===== src/rtl/lsu_sequencer.sv =====
// Load/store sequencer: legality check, req/ack memory transaction,
// lane steering for stores and extension of load data.
module lsu_sequencer #(
    parameter int TIMEOUT = 16
) (
    input  logic        clk,
    input  logic        rst_n,
    input  logic        MemEn,
    input  logic        MemRW,
    input  logic [2:0]  Funct3,
    input  logic [31:0] Addr,
    input  logic [31:0] WData,
    output logic        DReq,
    output logic        DWe,
    output logic [31:0] DAddr,
    output logic [31:0] DWData,
    output logic [3:0]  DByteEn,
    input  logic        DAck,
    input  logic [31:0] DRData,
    output logic        Stall,
    output logic [31:0] RData,
    output logic        RValid,
    output logic        Fault,
    output logic [1:0]  FaultCause
);

    localparam int CW = $clog2(TIMEOUT + 1);
    localparam logic [CW-1:0] LAST = CW'(TIMEOUT - 1);

    typedef enum logic [1:0] {
        IDLE,
        BUSY,
        DONE,
        TOFAULT
    } state_t;

    state_t        state_q, state_d;
    logic [CW-1:0] cnt_q;
    logic          is_store_q;
    logic [2:0]    f3_q;
    logic [1:0]    off_q;

    logic          legal;
    logic          launch;
    logic [3:0]    be;
    logic [31:0]   wd;
    logic [31:0]   shifted;
    logic [31:0]   load_ext;

    // Illegal encodings are treated exactly like misalignment
    always_comb begin
        legal = 1'b0;
        unique case (Funct3)
            3'b000:  legal = 1'b1;
            3'b001:  legal = ~Addr[0];
            3'b010:  legal = (Addr[1:0] == 2'b00);
            3'b100:  legal = ~MemRW;
            3'b101:  legal = ~MemRW & ~Addr[0];
            default: legal = 1'b0;
        endcase
    end

    always_comb begin
        be = 4'b1111;
        wd = WData;
        if (MemRW) begin
            unique case (Funct3[1:0])
                2'b00: begin
                    be = 4'b0001 << Addr[1:0];
                    wd = {4{WData[7:0]}};
                end
                2'b01: begin
                    be = 4'b0011 << Addr[1:0];
                    wd = {2{WData[15:0]}};
                end
                default: begin
                    be = 4'b1111;
                    wd = WData;
                end
            endcase
        end
    end

    always_comb begin
        shifted  = DRData >> {off_q, 3'b000};
        load_ext = shifted;
        unique case (f3_q)
            3'b000:  load_ext = {{24{shifted[7]}}, shifted[7:0]};
            3'b100:  load_ext = {24'h0, shifted[7:0]};
            3'b001:  load_ext = {{16{shifted[15]}}, shifted[15:0]};
            3'b101:  load_ext = {16'h0, shifted[15:0]};
            default: load_ext = shifted;
        endcase
    end

    assign launch = (state_q == IDLE) & MemEn & legal;

    always_comb begin
        state_d    = state_q;
        Stall      = 1'b0;
        Fault      = 1'b0;
        FaultCause = 2'b00;
        unique case (state_q)
            IDLE: begin
                if (MemEn) begin
                    if (legal) begin
                        Stall   = 1'b1;
                        state_d = BUSY;
                    end else begin
                        Fault      = 1'b1;
                        FaultCause = MemRW ? 2'b10 : 2'b01;
                    end
                end
            end
            BUSY: begin
                Stall = 1'b1;
                if (DAck)
                    state_d = DONE;
                else if (cnt_q == LAST)
                    state_d = TOFAULT;
            end
            DONE: state_d = IDLE;
            TOFAULT: begin
                Fault      = 1'b1;
                FaultCause = 2'b11;
                state_d    = IDLE;
            end
            default: state_d = IDLE;
        endcase
    end

    assign DReq   = (state_q == BUSY);
    assign RValid = (state_q == DONE) & ~is_store_q;

    always_ff @(posedge clk or negedge rst_n) begin
        if (!rst_n) begin
            state_q    <= IDLE;
            cnt_q      <= '0;
            is_store_q <= 1'b0;
            f3_q       <= 3'b000;
            off_q      <= 2'b00;
            DWe        <= 1'b0;
            DAddr      <= 32'h0;
            DWData     <= 32'h0;
            DByteEn    <= 4'h0;
            RData      <= 32'h0;
        end else begin
            state_q <= state_d;
            if (launch) begin
                DAddr      <= {Addr[31:2], 2'b00};
                DWe        <= MemRW;
                DByteEn    <= be;
                DWData     <= wd;
                is_store_q <= MemRW;
                f3_q       <= Funct3;
                off_q      <= Addr[1:0];
                cnt_q      <= '0;
            end else if (state_q == BUSY) begin
                if (DAck) begin
                    if (!is_store_q)
                        RData <= load_ext;
                end else begin
                    cnt_q <= cnt_q + CW'(1);
                end
            end
        end
    end

endmodule


===== config.mk =====
export PLATFORM = sky130hd
export DESIGN_NAME = lsu_sequencer
export DESIGN_NICKNAME = d
export VERILOG_FILES = /design/src/rtl/lsu_sequencer.sv
export SDC_FILE = /design/constraint.sdc
export NUM_CORES = 1
export LEC_CHECK = 0
export BUFFER_PORTS_ARGS = -buffer_cell sky130_fd_sc_hd__buf_2
export CORE_MARGIN = 4
export CORE_UTILIZATION = 39
export CTS_BUF_LIST = sky130_fd_sc_hd__clkbuf_16
export CTS_CLUSTER_SIZE = 24
export DETAILED_ROUTE_END_ITERATION = 12
export GPL_TIMING_DRIVEN = 0
export HOLD_SLACK_MARGIN = 0.02
export MAX_ROUTING_LAYER = met4
export PLACE_DENSITY = 0.67
export SLEW_MARGIN = 20
export SYNTH_ARGS = -nofsm -noshare
export SYNTH_HDL_FRONTEND = slang
export SYNTH_SLANG_ARGS = --single-unit

===== constraint.sdc =====
create_clock -name clk -period 2.1 [get_ports clk]
set_clock_uncertainty 0.15 [all_clocks]
set_input_delay 0 -clock clk [delete_from_list [all_inputs] [get_ports clk]]
set_output_delay 0 -clock clk [all_outputs]
set_load 0.05 [all_outputs]

==> results.md, run 1 <==
* Initial DRC Count at 311
* CTS Sinks at between 100 and 150
* DR pass1 iterations at 5
* Antenna viol nets, final at 0
* Largest delay contributor family on the critical path: buffers and inverters
* Root Driver: clkbuf_16
* Status: finished, final reports clean
* Critical path startpoint category: flop
* VDD IR max at around 0.8 mV
* Largest area contributor in the synthesized netlist: dfrtp_1
* Dominant cells by area after synthesis: dfrtp_1 53%, nand2_1 13%, nor2_1 5.3%
* Synth top cells by count: 181 x nand2_1, 111 x dfrtp_1, 75 x nor2_1
* Post-synth EDFFs at 0
* Tcrit/Tclk final at 95.69%
* Hold slack final at between 20 and 30 ps
* DP Wirelength at 12270 um
* Die ar. at ~15000 um^2
* Vias at between 5000 and 6000
* End of the critical path: Stall
* CP max FO at 10
* Simple-gate area share of the yosys netlist at 23.15%
* #FFs+latches synth at about 110
* Latest clock arrival within the worst-skew pair at between 300 and 400 ps
* Cells along the critical path: inv_2, ha_4, and2_4, o21ai_2, buf_6, nand2b_1, buf_4
* Ys flop type: dfrtp_1
* Critical path type: flop to output pin
* Fin util at about three fifths
* Area Overhead vs Synth at 50.85%
* Final Hold Viols at 0
* Inst Count DP at between 900 and 1000
* Ports at 211
* Syn_area_per_cell at 8.707 um^2
* Post-Synth XOR/XNOR Area at 0.4972%
* Vias per cell at ~5
* Yosys cell types at 39
* Slew @ Worst Pin at between 500 and 600 ps
* Largest family of logic cells by synthesized area: simple AND/OR/NAND/NOR gates
* N_diodes at 0
* RR Startpoint: state_q[0]
* CTS tree: built
* Vias in the first global route at 5746
* Worst Path Buf+Inv at 3
* Hold Path Class: input port to asynchronous set/reset pin
* Post-synthesis compound-gate area fraction at about an eighth
* Layout Cells excl Fill at ~1100
* Global route overflow at 0
* Placed cell areas at about 6600 um^2
* Clock Pin Slew Worst Setup and Hold Paths at ~70 ps
* R2R Setup Slk at about 100 ps
* Worst Slack Setup Final at 90.52 ps
* Synth warn at 0
* RSZ-0062 raised after global routing: true
* Die Y at ~120 um
* Synth top area share at 52.56%
* Mapped Area at approximately 5300 um^2
* Seq/Total Area, Yosys at a little over half
* Stages on worst setup path at 7
* Crit path from: state_q[0]
* Initial antenna violation count at 0
* Largest net degree at the start of global routing at 59
* Leak pwr at 4.023 nW
* R2r endpoint: DWData[12]
* CP Capture Type: output pin
* Rel. slew slack at approximately 63%
* Min Tclk post-route at between 2000 and 2500 ps
* Final setup vio count at 0
* F_max at around 500 MHz
* Cell area after layout at roughly 8000 um^2
* Clk buf depth at 2
* Gpl congestion at around 0.9
* Drt wl/cell at approximately 16 um
* Pwr Density at approximately 1600 nW/um^2
* Pre-CTS WS at -465.5 ps
* First-pass GRT wire length at a little under 30000 um
* Nets@finish at between 1000 and 1500
* PortBufs at ~210
* Adder-Cell Fraction of Synth Area at under 10%
* Async SR Flop Fraction at 100.0%
* Max Slew Vio Count at 0
* H-tree levels at 3
* Mux share of post-synthesis cell area at 4.948%
* # rows at 42
* Core region area at between 10000 and 15000 um^2
* CTS Buf Count at 9
* Top-count cell post-synth: nand2_1
* Critical Path Max Stage Delay at between 400 and 500 ps
* Drt drc at 0
* Critical path required time at 1950 ps
* GRT Overall Usage at approximately a quarter
* Worst path slowest cell: dfrtp_1
* Routed Wire Length at 17880 um
* Starting Density at between 30 and 40%
* Max cap viols at 0
* Die Width at 124.4 um
* Worst-case reg-to-reg path depth at 7
* Post-Syn Instances at roughly 600
* Fill count at around 1200
* Layout cells sized above 1 at about 30%
* Worst EP arrival at approximately 1900 ps
==> metrics by stage <==
stage                     TNS (ps)  total power, mW
final                            0            13.08
after CTS                        0            12.95
after floorplan                  0            9.231
after detailed placement     -9755            11.11
after global placement      -67440            11.03
after global routing        -23.35            13.82
==> worst min-delay path by stage <==
| stage | start | end | slack (ps) | depth (start not counted) |
|---|---|---|---|---|
| final | rst_n | RData[10] | 30 | 2 |
| after global routing | rst_n | RData[8] | 70 | 2 |
| after CTS | Funct3[0] | DWData[22] | 30 | 5 |
| after detailed placement | rst_n | RData[10] | -160 | 1 |
| after global placement | Addr[27] | DAddr[27] | 40 | 3 |
| after floorplan | rst_n | DAddr[10] | -450 | 0 |
==> cell usage in the layout (no fill, tap or decap), types with 2 or more instances in the layout <==
cell type      Yosys  layout
clkinv_2           0       2
nand2_1          181     181
a21oi_1           54      53
buf_4              3      10
and2_1             9       8
ha_1               7       5
a31oi_1           11      11
conb_1             1       2
inv_1              5       3
a211oi_1           8       8
buf_6              0       4
ha_4               0       2
or2_2              3       2
clkbuf_2           0       5
nor4_2             0       2
xor2_1             2       2
nand2b_1           5       5
o21ai_0           20      20
dfrtp_1          111     111
o31ai_1           16      16
buf_2             12     216
dlygate4sd3_1      0      99
mux2i_1           16      16
clkbuf_1          22      15
nor2_1            75      73
inv_2              0       2
buf_1              4       2
inv_6              0       2
mux2_2             9       9
clkbuf_16          0       9
nor2_2             0       2
nor2b_1           15      15
==> area by class of cell <==
class / count / area, um^2 / area share (%)
buffer: 41 / 200.2 / 2.511
clock buffer: 9 / 225.2 / 2.825
clock inverter: 7 / 47.55 / 0.5964
inverter: 5 / 18.77 / 0.2354
multi-input combinational: 451 / 2375 / 29.79
sequential: 111 / 2778 / 34.84
tap: 176 / 220.2 / 2.762
timing repair buffer: 311 / 2108 / 26.44
==> per-layer routing <==
layer	vias up	GRT usage (%)	part of all wire [%]	routed length, um
met5	-	-	0	0
met4	0	11.09	3.9	700
met3	55	3.816	5.6	1010
met2	257	37.88	47	8488
met1	2579	29.78	43	7685
li1	2651	-	-	-
==> kinds of logic after synthesis <==
logic type / Yosys count
simple gates: 296
xor+xnor: 3
mux: 25
buf+inv: 46
compound gates: 118
other cells: 1
fa+ha+maj: 7
flops: 111
==> report_power, final <==
group	switching (mW)	internal, mW
sequential	0.621	3.17
combinational	5.64	2.03
clock	0.802	0.808
total	7.06	6.01
==> registers in the layout, summed over array words and instances, names as in the netlist <==
name,count
cnt_q,5
DWData,32
state_q,2
RData,32
is_store_q,1
f3_q,3
DByteEn,4
off_q,2
DAddr,30
==> timing repair <==
item | 4_1_cts | 5_1_grt
buffers inserted | 0 | 4
endpoints found under the hold margin | 218 | 0
endpoints found under the setup margin | 84 | 33
hold buffers | 99 | 0
pin swaps | 0 | 2
gates resized for setup | 15 | 28
(Power assumes the default switching activity.)
==> run 2: changes to the inputs <==
PLACE_DENSITY = 0.75   (was 0.67)
RECOVER_POWER = 100   (was not set)
==> results.md, run 2 (synthesis results as in run 1) <==
* Status: finished with violations
* Violated checks: max-capacitance violations, max-slew violations
* Largest net degree at the start of global routing at 65
* # rows at 42
* Sw power at a little over 7 mW
* CP max FO at 10
* Critical Path Max Stage Delay at about 550 ps
* Starting Density at between 30% and 40%
* Comb power frac at a little under three fifths
* Core region area at 13240 um^2
* Min Tclk post-route at 2041 ps
* Critical path type: input port to output pin
* Vias per cell at about 5.0
* Worst-case reg-to-reg path depth at 7
* Critical path required time at between 1500 and 2000 ps
* Critical path startpoint category: input port
* Inst Count DP at between 900 and 1000
* Clk buf depth at 2
* N_diodes at 0
* Worst hold path stage count at 5
* CTS Buf Count at 9
* H-tree levels at 3
* Hold Path End: DWData[22]
* Int Pwr at approximately 6.0 mW
* Vias at 5594
* Worst path slowest cell: or4_4
* R2R Setup Slk at around 120 ps
* Tcrit/Tclk final at just under 100%
* Antenna viol nets, final at 0
* Die ar. at around 15000 um^2
* Vias in the first global route at roughly 5700
* CTS tree: built
* Die Y at 124.4 um
* CTS Sinks at ~110
* Routed Wire Length at ~18000 um
* Clock Pin Slew Worst Setup and Hold Paths at 70 ps
* CP Capture Type: output pin
* Clk network pwr share at between 10% and 20%
* Final Hold Viols at 0
* Leak pwr at 3.740 nW
* F_max at between 400 and 500 MHz
* Area Overhead vs Synth at 49.50%
* Worst EP arrival at 1890 ps
* Worst Slack Setup Final at approximately 60 ps
* Max Slew Vio Count at between 60 and 70
* DR pass1 iterations at 5
* Pwr Density at approximately 1700 nW/um^2
* Commonest non-fill, non-tap cell in the layout: nand2_1
* Latest clock arrival within the worst-skew pair at around 360 ps
* Most frequent cells in the layout: 181 x nand2_1, 118 x clkbuf_1, 115 x buf_2, 110 x dfrtp_1, 100 x dlygate4sd3_1
* Die Width at 124.4 um
* Cells along the critical path: dlygate4sd3_1, buf_2, or4_4, a31oi_1, or2_4, inv_1, buf_2
* R2r endpoint: RData[7]
* Biggest regs: DWData: 32 flops, RData: 32 flops, DAddr: 30 flops
* Global route overflow at 0
* Worst Path Buf+Inv at 4
* Drt drc at 0
* Initial DRC Count at 378
* Max cap viols at 1
* Slew @ Worst Pin at 1641 ps
* Rel. slew slack at -9.418%
* Root Driver: clkbuf_16
* Nets@finish at roughly 1000
* GRT Overall Usage at 23.83%
* Seq pwr share at between 20% and 30%
* CP most frequent cell: buf_2
* Layout cells sized above 1 at around a fifth
* Pre-CTS WS at -508.9 ps
* Ports at between 200 and 250
* Sw Share at approximately 54%
* Final setup vio count at 0
* Drt wl/cell at 16.22 um
* Gpl congestion at about 0.86
* Min-delay src: MemEn
* Initial antenna violation count at 0
* DP Wirelength at roughly 12000 um
* Layout Cells excl Fill at 1111
* First-pass GRT wire length at between 20000 and 30000 um
* PortBufs at slightly above 200
* RR Startpoint: state_q[0]
* Hold Path Class: input port to flop
* VDD IR max at around 0.83 mV
* Largest delay contributor family on the critical path: buffers and inverters
==> run 2: worst max-delay path by stage <==
stage | to | startpoint | cells after the start
after floorplan | RData[18] | state_q[1] | 8
after global placement | DAddr[15] | rst_n | 1
after detailed placement | f3_q[0] | state_q[0] | 8
after CTS | FaultCause[1] | state_q[0] | 7
after global routing | Fault | Addr[0] | 7
final | Fault | Addr[0] | 7
==> run 2: through the flow <==
stage / TNS (ps) / utilization [%] / power [mW] / instance area, um^2 / hold slack (ps)
2_1_floorplan: 0 / - / 9.231 / 5295 / -445.6
3_3_place_gp: -60570 / 49.47 / 10.97 / 6551 / 40.33
3_5_place_dp: -7967 / 49.73 / 11.09 / 6585 / -119.6
4_1_cts: 0 / 60.02 / 13.19 / 7948 / 25.72
5_1_grt: -14.14 / 59.67 / 13.86 / 7901 / 101.7
6_report: 0 / 59.67 / 13.11 / 7901 / 66.33
==> run 2: area by class of cell <==
class                           count  area (um^2)
Clock inverter                      7        103.9
Buffer                             40        187.7
Multi-Input combinational cell    451         2382
Clock buffer                        9        225.2
Inverter                            5        18.77
Sequential cell                   111         2779
Tap cell                          176        220.2
Timing Repair Buffer              312         1984
Fill cell                        1156         5341
==> run 2: power groups by stage <==
stage | Sequential, mW | Clock [mW] | Combinational, mW
2_1_floorplan | 7.00 | 0 | 2.23
3_3_place_gp | 3.77 | 0 | 7.20
3_5_place_dp | 3.78 | 0 | 7.31
4_1_cts | 3.76 | 1.93 | 7.50
5_1_grt | 3.95 | 2.02 | 7.89
6_report | 3.81 | 1.90 | 7.40
==> run 2: timing repair <==
action                     4_1_cts  5_1_grt
resized for setup               11       22
hold buffers                   100        0
setup endpoints to repair       83       32
pin swaps                        0        1
hold endpoints to repair       218        0
buffers inserted                 1        3
==> run 2: per-layer routing <==
| metal | track usage (%) | vias to the layer above | part of all wire [%] |
|---|---|---|---|
| li1 | - | 2653 | - |
| met1 | 28.90 | 2638 | 41 |
| met2 | 38.84 | 246 | 49 |
| met3 | 4.245 | 57 | 6.1 |
| met4 | 11.03 | 0 | 3.7 |
| met5 | - | - | 0 |
==> run 2: worst reg2reg max path, cell delays in order (launching register included) <==
cell	delay, ps
dfrtp_2	430
buf_4	150
ha_4	170
nand2_1	90
or2_2	110
clkbuf_1	200
clkbuf_1	380
o21ai_0	160
